--- config.mk ---
export PLATFORM = sky130hd
export DESIGN_NAME = fp16_unpack_stage
export DESIGN_NICKNAME = d
export VERILOG_FILES = /design/src/rtl/fp16_unpack_stage.sv
export SDC_FILE = /design/constraint.sdc
export NUM_CORES = 1
export LEC_CHECK = 0
export ABC_AREA = 1
export CAP_MARGIN = 20
export CORE_MARGIN = 10
export CORE_UTILIZATION = 52
export CTS_BUF_LIST = sky130_fd_sc_hd__clkbuf_4 sky130_fd_sc_hd__clkbuf_8
export DETAILED_ROUTE_END_ITERATION = 8
export PLACE_DENSITY = 0.93
export SLEW_MARGIN = 25
export SYNTH_ARGS = -nofsm -noshare
export SYNTH_HDL_FRONTEND = slang
export SYNTH_SLANG_ARGS = --single-unit
--- constraint.sdc ---
create_clock -name clk -period 2 [get_ports clk]
set_input_delay 0.6 -clock clk [delete_from_list [all_inputs] [get_ports clk]]
set_output_delay 0.6 -clock clk [all_outputs]
set_load 0.05 [all_outputs]
--- src/rtl/fp16_unpack_stage.sv ---
// fp16_unpack_stage
//   Registered unpack stage for IEEE-754 binary16 operands. Sits ahead of the
//   adder/multiplier front end and hands it sign, unbiased exponent, mantissa
//   with an explicit hidden bit, and a one-hot class vector. Subnormals are
//   normalised one bit per cycle, so consumers only ever see normalised values.
//
// Handshake: a word moves on a rising edge when valid & ready are both high on
//   that side. A source may not retract valid once raised and must hold its
//   data until it is taken. The stage holds every out_* stable while
//   out_valid & !out_ready.
//
// Ports
//   clk        rising-edge clock
//   rst_n      asynchronous active-low reset
//   in_valid   in_data is valid
//   in_ready   stage can accept in_data this cycle
//   in_data    binary16 word {sign, exp[14:10], frac[9:0]}
//   out_valid  unpacked result is valid
//   out_ready  consumer accepts the result
//   out_sign   sign bit, passed through for every class
//   out_exp    signed unbiased exponent (two's complement)
//   out_mant   mantissa, bit 10 is the hidden bit
//   out_class  one-hot {qnan, snan, zero, inf, normal, subnormal}
//   busy       high while a subnormal is being normalised
//
// Parameters
//   NORM_SUBNORMAL  1: normalise subnormals over several cycles
//                   0: pass them through as exp=-14, mant={0,frac}
//   QUIET_SNAN      1: set mantissa bit 9 on sNaN inputs (class still sNaN)

module fp16_unpack_stage #(
    parameter bit NORM_SUBNORMAL = 1'b1,
    parameter bit QUIET_SNAN     = 1'b0
) (
    input  logic        clk,
    input  logic        rst_n,
    input  logic        in_valid,
    output logic        in_ready,
    input  logic [15:0] in_data,
    output logic        out_valid,
    input  logic        out_ready,
    output logic        out_sign,
    output logic [6:0]  out_exp,
    output logic [10:0] out_mant,
    output logic [5:0]  out_class,
    output logic        busy
);

    typedef enum logic [1:0] {
        IDLE = 2'd0,
        NORM = 2'd1,
        HOLD = 2'd2
    } state_t;

    localparam logic [6:0] EXP_SPECIAL = 7'd16;   // inf / NaN
    localparam logic [6:0] EXP_SUBMIN  = 7'h72;   // -14

    localparam logic [5:0] CLS_QNAN = 6'b100000;
    localparam logic [5:0] CLS_SNAN = 6'b010000;
    localparam logic [5:0] CLS_ZERO = 6'b001000;
    localparam logic [5:0] CLS_INF  = 6'b000100;
    localparam logic [5:0] CLS_NORM = 6'b000010;
    localparam logic [5:0] CLS_SUB  = 6'b000001;

    state_t      state;

    logic [4:0]  in_ef;
    logic [9:0]  in_frac;
    logic [6:0]  ld_exp;
    logic [10:0] ld_mant;
    logic [5:0]  ld_class;
    logic        ld_norm;
    logic        accept;

    assign in_ef   = in_data[14:10];
    assign in_frac = in_data[9:0];

    // Decode of the incoming word into the values loaded on accept.
    always_comb begin
        ld_exp   = '0;
        ld_mant  = '0;
        ld_class = '0;
        ld_norm  = 1'b0;
        if (in_ef == 5'h1F) begin
            ld_exp  = EXP_SPECIAL;
            ld_mant = {1'b0, in_frac};
            if (in_frac == 10'd0) begin
                ld_class = CLS_INF;
            end else if (in_frac[9]) begin
                ld_class = CLS_QNAN;
            end else begin
                ld_class = CLS_SNAN;
                if (QUIET_SNAN) begin
                    ld_mant[9] = 1'b1;
                end
            end
        end else if (in_ef == 5'h00) begin
            if (in_frac == 10'd0) begin
                ld_class = CLS_ZERO;
            end else begin
                ld_class = CLS_SUB;
                ld_exp   = EXP_SUBMIN;
                ld_mant  = {1'b0, in_frac};
                ld_norm  = NORM_SUBNORMAL;
            end
        end else begin
            ld_class = CLS_NORM;
            ld_exp   = {2'b00, in_ef} - 7'd15;
            ld_mant  = {1'b1, in_frac};
        end
    end

    // Gated by rst_n so the source sees not-ready for the whole reset window.
    assign in_ready = rst_n & ((state == IDLE) | ((state == HOLD) & out_ready));
    assign accept   = in_valid & in_ready;

    always_ff @(posedge clk or negedge rst_n) begin
        if (!rst_n) begin
            state     <= IDLE;
            out_valid <= 1'b0;
            busy      <= 1'b0;
            out_sign  <= 1'b0;
            out_exp   <= '0;
            out_mant  <= '0;
            out_class <= '0;
        end else begin
            case (state)
                IDLE: ;
                NORM: begin
                    out_mant <= out_mant << 1;
                    out_exp  <= out_exp - 7'd1;
                    // Bit 9 now becomes the hidden bit after this shift.
                    if (out_mant[9]) begin
                        state     <= HOLD;
                        busy      <= 1'b0;
                        out_valid <= 1'b1;
                    end
                end
                HOLD: begin
                    if (out_ready && !in_valid) begin
                        state     <= IDLE;
                        out_valid <= 1'b0;
                    end
                end
                default: begin
                    state     <= IDLE;
                    out_valid <= 1'b0;
                    busy      <= 1'b0;
                end
            endcase

            // A new load wins over the HOLD drain so streaming has no bubble.
            if (accept) begin
                out_sign  <= in_data[15];
                out_exp   <= ld_exp;
                out_mant  <= ld_mant;
                out_class <= ld_class;
                if (ld_norm) begin
                    state     <= NORM;
                    busy      <= 1'b1;
                    out_valid <= 1'b0;
                end else begin
                    state     <= HOLD;
                    busy      <= 1'b0;
                    out_valid <= 1'b1;
                end
            end
        end
    end

endmodule
==> results_tabular.tex <==
\begin{tabular}{lr}
\hline
Metric & Value \\
\hline
\multicolumn{2}{l}{\textbf{Critical path}} \\
\quad Data required time at the worst endpoint & roughly 1400 ps \\
\quad Data arrival time at the worst-slack endpoint & 1290 ps \\
\quad Critical path's slowest cell & dlygate4sd2\_1 \\
\quad Setup crit start kind & input pin \\
\quad Cell Chain, Critical Path & dlygate4sd2\_1 > inv\_2 > nand2\_2 > nand2\_1 > nor2\_2 > buf\_12 \\
\quad Kind of capture point of the worst setup path & output pin \\
\quad Type of the worst setup path & in -> out \\
\quad Slack of the worst reg-to-reg path & about 570 ps \\
\quad Biggest cell delay along the critical path & approximately 220 ps \\
\quad Highest net fanout along the worst path & 2 \\
\multicolumn{2}{l}{\textbf{Cells and area}} \\
\quad Fin nets & approximately 300 \\
\quad Area growth, synth to finish & 39.0\% \\
\quad Ratio of cells with drive above 1 in the final layout & 0.259 \\
\quad Number of antenna diodes & 0 \\
\quad Final cell utilization of the core & 0.742 \\
\quad Commonest non-fill, non-tap cell in the layout & nand2\_1 \\
\quad Fill cell total of the finished layout & approximately 230 \\
\quad Top library cells by usage in the layout, fill and taps aside & nand2\_1, buf\_4, dfrtp\_1 \\
\multicolumn{2}{l}{\textbf{Yosys}} \\
\quad Per-instance average area after synthesis & between 7 and 8 um\^{}2 \\
\quad Number of register bits inferred by synthesis & 28 \\
\quad Synthesized cell area & $\sim$1600 um\^{}2 \\
\quad Synth warnings & 0 \\
\quad Sequential-to-total area share from yosys stat & 0.441 \\
\quad Synthesized instance count & 206 \\
\quad Total nets after synthesis & 230 \\
\quad Distinct cell type count after synthesis & 31 \\
\multicolumn{2}{l}{\textbf{GRT}} \\
\quad Number of global-route vias before repair & between 1,500 and 2,000 \\
\quad Grt ovf & 0 \\
\quad Number of antenna violations at the first check in global routing & 0 \\
\quad GR Layer Usage met2 & 0.279 \\
\quad Global-route wire length before repair & between 7000 and 8000 um \\
\quad Met1 global-route usage & 0.194 \\
\quad Met3 demand-to-capacity share in global routing & 0.0286 \\
\quad Pin count of the biggest net entering global routing & 29 \\
\quad Global routing's busiest layer & met2 \\
\quad Tot GR Track Use & 0.159 \\
\multicolumn{2}{l}{\textbf{STA}} \\
\quad Fraction of the cycle the final worst path needs & 0.943 \\
\quad Total negative slack & 0 ps \\
\quad Setup repair after global routing missed its margin & false \\
\quad Worst-case setup margin in the final layout & approximately 110 ps \\
\quad Final worst clock skew & roughly 5 ps \\
\quad Slew headroom & 0.767 \\
\quad Pins Over Slew Limit & 0 \\
\quad Slew at the pin closest to its max-slew limit & 349 ps \\
\quad Maximum achievable frequency & $\sim$530 MHz \\
\quad Final Hold Slack & 438 ps \\
\quad Hold Violations, Final & 0 \\
\quad Setup-violating endpoint count in the final report & 0 \\
\quad Minimum clock period & roughly 1900 ps \\
\multicolumn{2}{l}{\textbf{Clock network}} \\
\quad Max clock buf depth & 2 \\
\quad TritonCTS clock tree & done \\
\quad Number of clock buffers inserted by TritonCTS & 3 \\
\quad Post-cts hold buffer count & 0 \\
\quad H-tree depth & 1 \\
\quad Root Driver & clkbuf\_4 \\
\quad Clk pin slew, worst setup/hold paths & 150 ps \\
\quad Sinks on the clock net & 28 \\
\quad Worst-skew pair later-pin latency & $\sim$340 ps \\
\multicolumn{2}{l}{\textbf{Die}} \\
\quad Die X-Extent & 75.3 um \\
\quad Core box area & 2980 um\^{}2 \\
\quad Die height & approximately 75 um \\
\quad Full die area & 5670 um\^{}2 \\
\quad I/O pin cnt & 48 \\
\quad Starting utilization of the core area & 0.534 \\
\quad Core Rows & 20 \\
\multicolumn{2}{l}{\textbf{Routing}} \\
\quad Via-to-Cell Ratio & around 5.2 \\
\quad ANT nets after route & 0 \\
\quad WL final & 4320 um \\
\quad Remaining routing DRC violations & 0 \\
\quad TritonRoute pass-1 iters & 4 \\
\quad Via count of the routed design & around 1,600 \\
\quad Iteration-0 DRC Markers & roughly 140 \\
\quad Wire length per cell after detailed routing & approximately 14 um \\
\multicolumn{2}{l}{\textbf{Placed design}} \\
\quad Worst setup slack before clock tree synthesis & -244 ps \\
\quad Post-DP HPWL & approximately 3500 um \\
\quad Last weighted congestion value of the routability-driven placer & roughly 0.86 \\
\quad Quantity of I/O buffers inserted on ports & 47 \\
\multicolumn{2}{l}{\textbf{Status}} \\
\quad Result of the run & finished, final reports clean \\
\multicolumn{2}{l}{\textbf{Pwr}} \\
\quad PwrDens & approximately 870 nW/um\^{}2 \\
\quad Worst voltage drop across the vdd grid & around 500 uV \\
\quad Leakage component of the power & 1.16 nW \\
\multicolumn{2}{l}{\textbf{Worst hold path}} \\
\quad Hold Crit Class & in -> async \\
\multicolumn{2}{l}{\textbf{Run}} \\
\quad Reported max-cap violation count & 0 \\
\hline
\end{tabular}
-- final cells by class --
class | count | area, um^2 | share of cell area
multi-input combinational | 145 | 759 | 0.344
sequential | 28 | 701 | 0.317
timing repair buffer | 67 | 561 | 0.254
inverter | 30 | 113 | 0.0509
tap | 33 | 41.3 | 0.0187
clock buffer | 4 | 36.3 | 0.0164
-- flip-flops by register name, summed over array words and instances, names as in the netlist --
name / count
out_mant: 11
out_exp: 7
out_class: 6
state: 2
busy: 1
out_sign: 1
-- worst paths after layout --
path,depth (start not counted),from,to
worst max-delay path,6,out_ready,in_ready
worst min-delay path,2,rst_n,out_class[0]$_DFFE_PN0P_
worst max register to register,7,state[1]$_DFFE_PN0P_,out_mant[9]$_DFFE_PN0P_
worst min register to register,2,out_sign$_DFFE_PN0P_,out_sign$_DFFE_PN0P_
max in group asynchronous,2,rst_n,out_mant[3]$_DFFE_PN0P_
min in group clk,2,out_sign$_DFFE_PN0P_,out_sign$_DFFE_PN0P_
-- cells in the mapped netlist --
library cell	number	area, um^2
o21ai_2	1	8.76
nand4_1	1	6.26
or2_4	1	8.76
o21ai_0	7	35.0
dfrtp_1	28	701
nand2_4	1	11.3
buf_6	2	22.5
o31ai_1	2	15.0
o211ai_1	8	60.1
nand3_1	10	50.1
nand3b_1	1	7.51
o21bai_1	1	7.51
nand2_1	68	255
nor3_1	1	5.00
a22oi_1	3	22.5
inv_1	27	101
inv_2	3	11.3
nor2_2	1	6.26
nand2_2	2	12.5
nand3_2	1	10.0
nor2_4	2	22.5
or2_2	1	6.26
nand3_4	1	17.5
ha_1	4	50.1
xor2_1	1	8.76
a21oi_1	5	25.0
o221ai_1	2	17.5
buf_2	1	5.00
o21a_1	1	7.51
nor2_1	18	67.6
o21ai_1	1	5.00
-- critical path: cells and delay by family --
family	cells	cell delay, ps
buf+inv	3	420
simple gates	3	260
-- kinds of logic (layout without fill, tap and decap cells) --
logic type,Yosys count,count (layout),synth area share
adders and majority gates,4,4,0.0315
AOI/OAI and AO/OA,31,31,0.128
buffers and inverters,33,101,0.0881
and+or+nand+nor,109,109,0.306
xor gates and xnor gates,1,1,0.00551
DFF,28,28,0.441
-- metal layers --
| layer | vias up | share of wire |
|---|---|---|
| met2 | 48 | 0.52 |
| met1 | 748 | 0.42 |
| met5 | - | 0 |
| met3 | 4 | 0.060 |
| met4 | 0 | 0.0088 |
| li1 | 796 | - |
-- repair_timing --
item,CTS,global route
hold endpoints to repair,0,0
gates resized for setup,4,3
gates cloned,0,0
buffers inserted,1,0
endpoints found under the setup margin,1,5
pin swaps,1,1
-- power breakdown --
group | internal, mW | total [mW] | switching [mW]
Combinational | 0.293 | 0.879 | 0.586
Clock | 0.112 | 0.287 | 0.175
Sequential | 0.660 | 0.746 | 0.0867
Total | 1.06 | 1.91 | 0.848
-- metrics by stage --
step	total power [mW]	cell area, um^2	cells
6_report	1.91	2210	307
3_3_place_gp	1.62	2160	302
5_1_grt	2.01	2210	307
4_1_cts	1.92	2210	307
3_5_place_dp	1.64	2160	302
2_1_floorplan	1.32	1590	206
(Power assumes the default switching activity.)
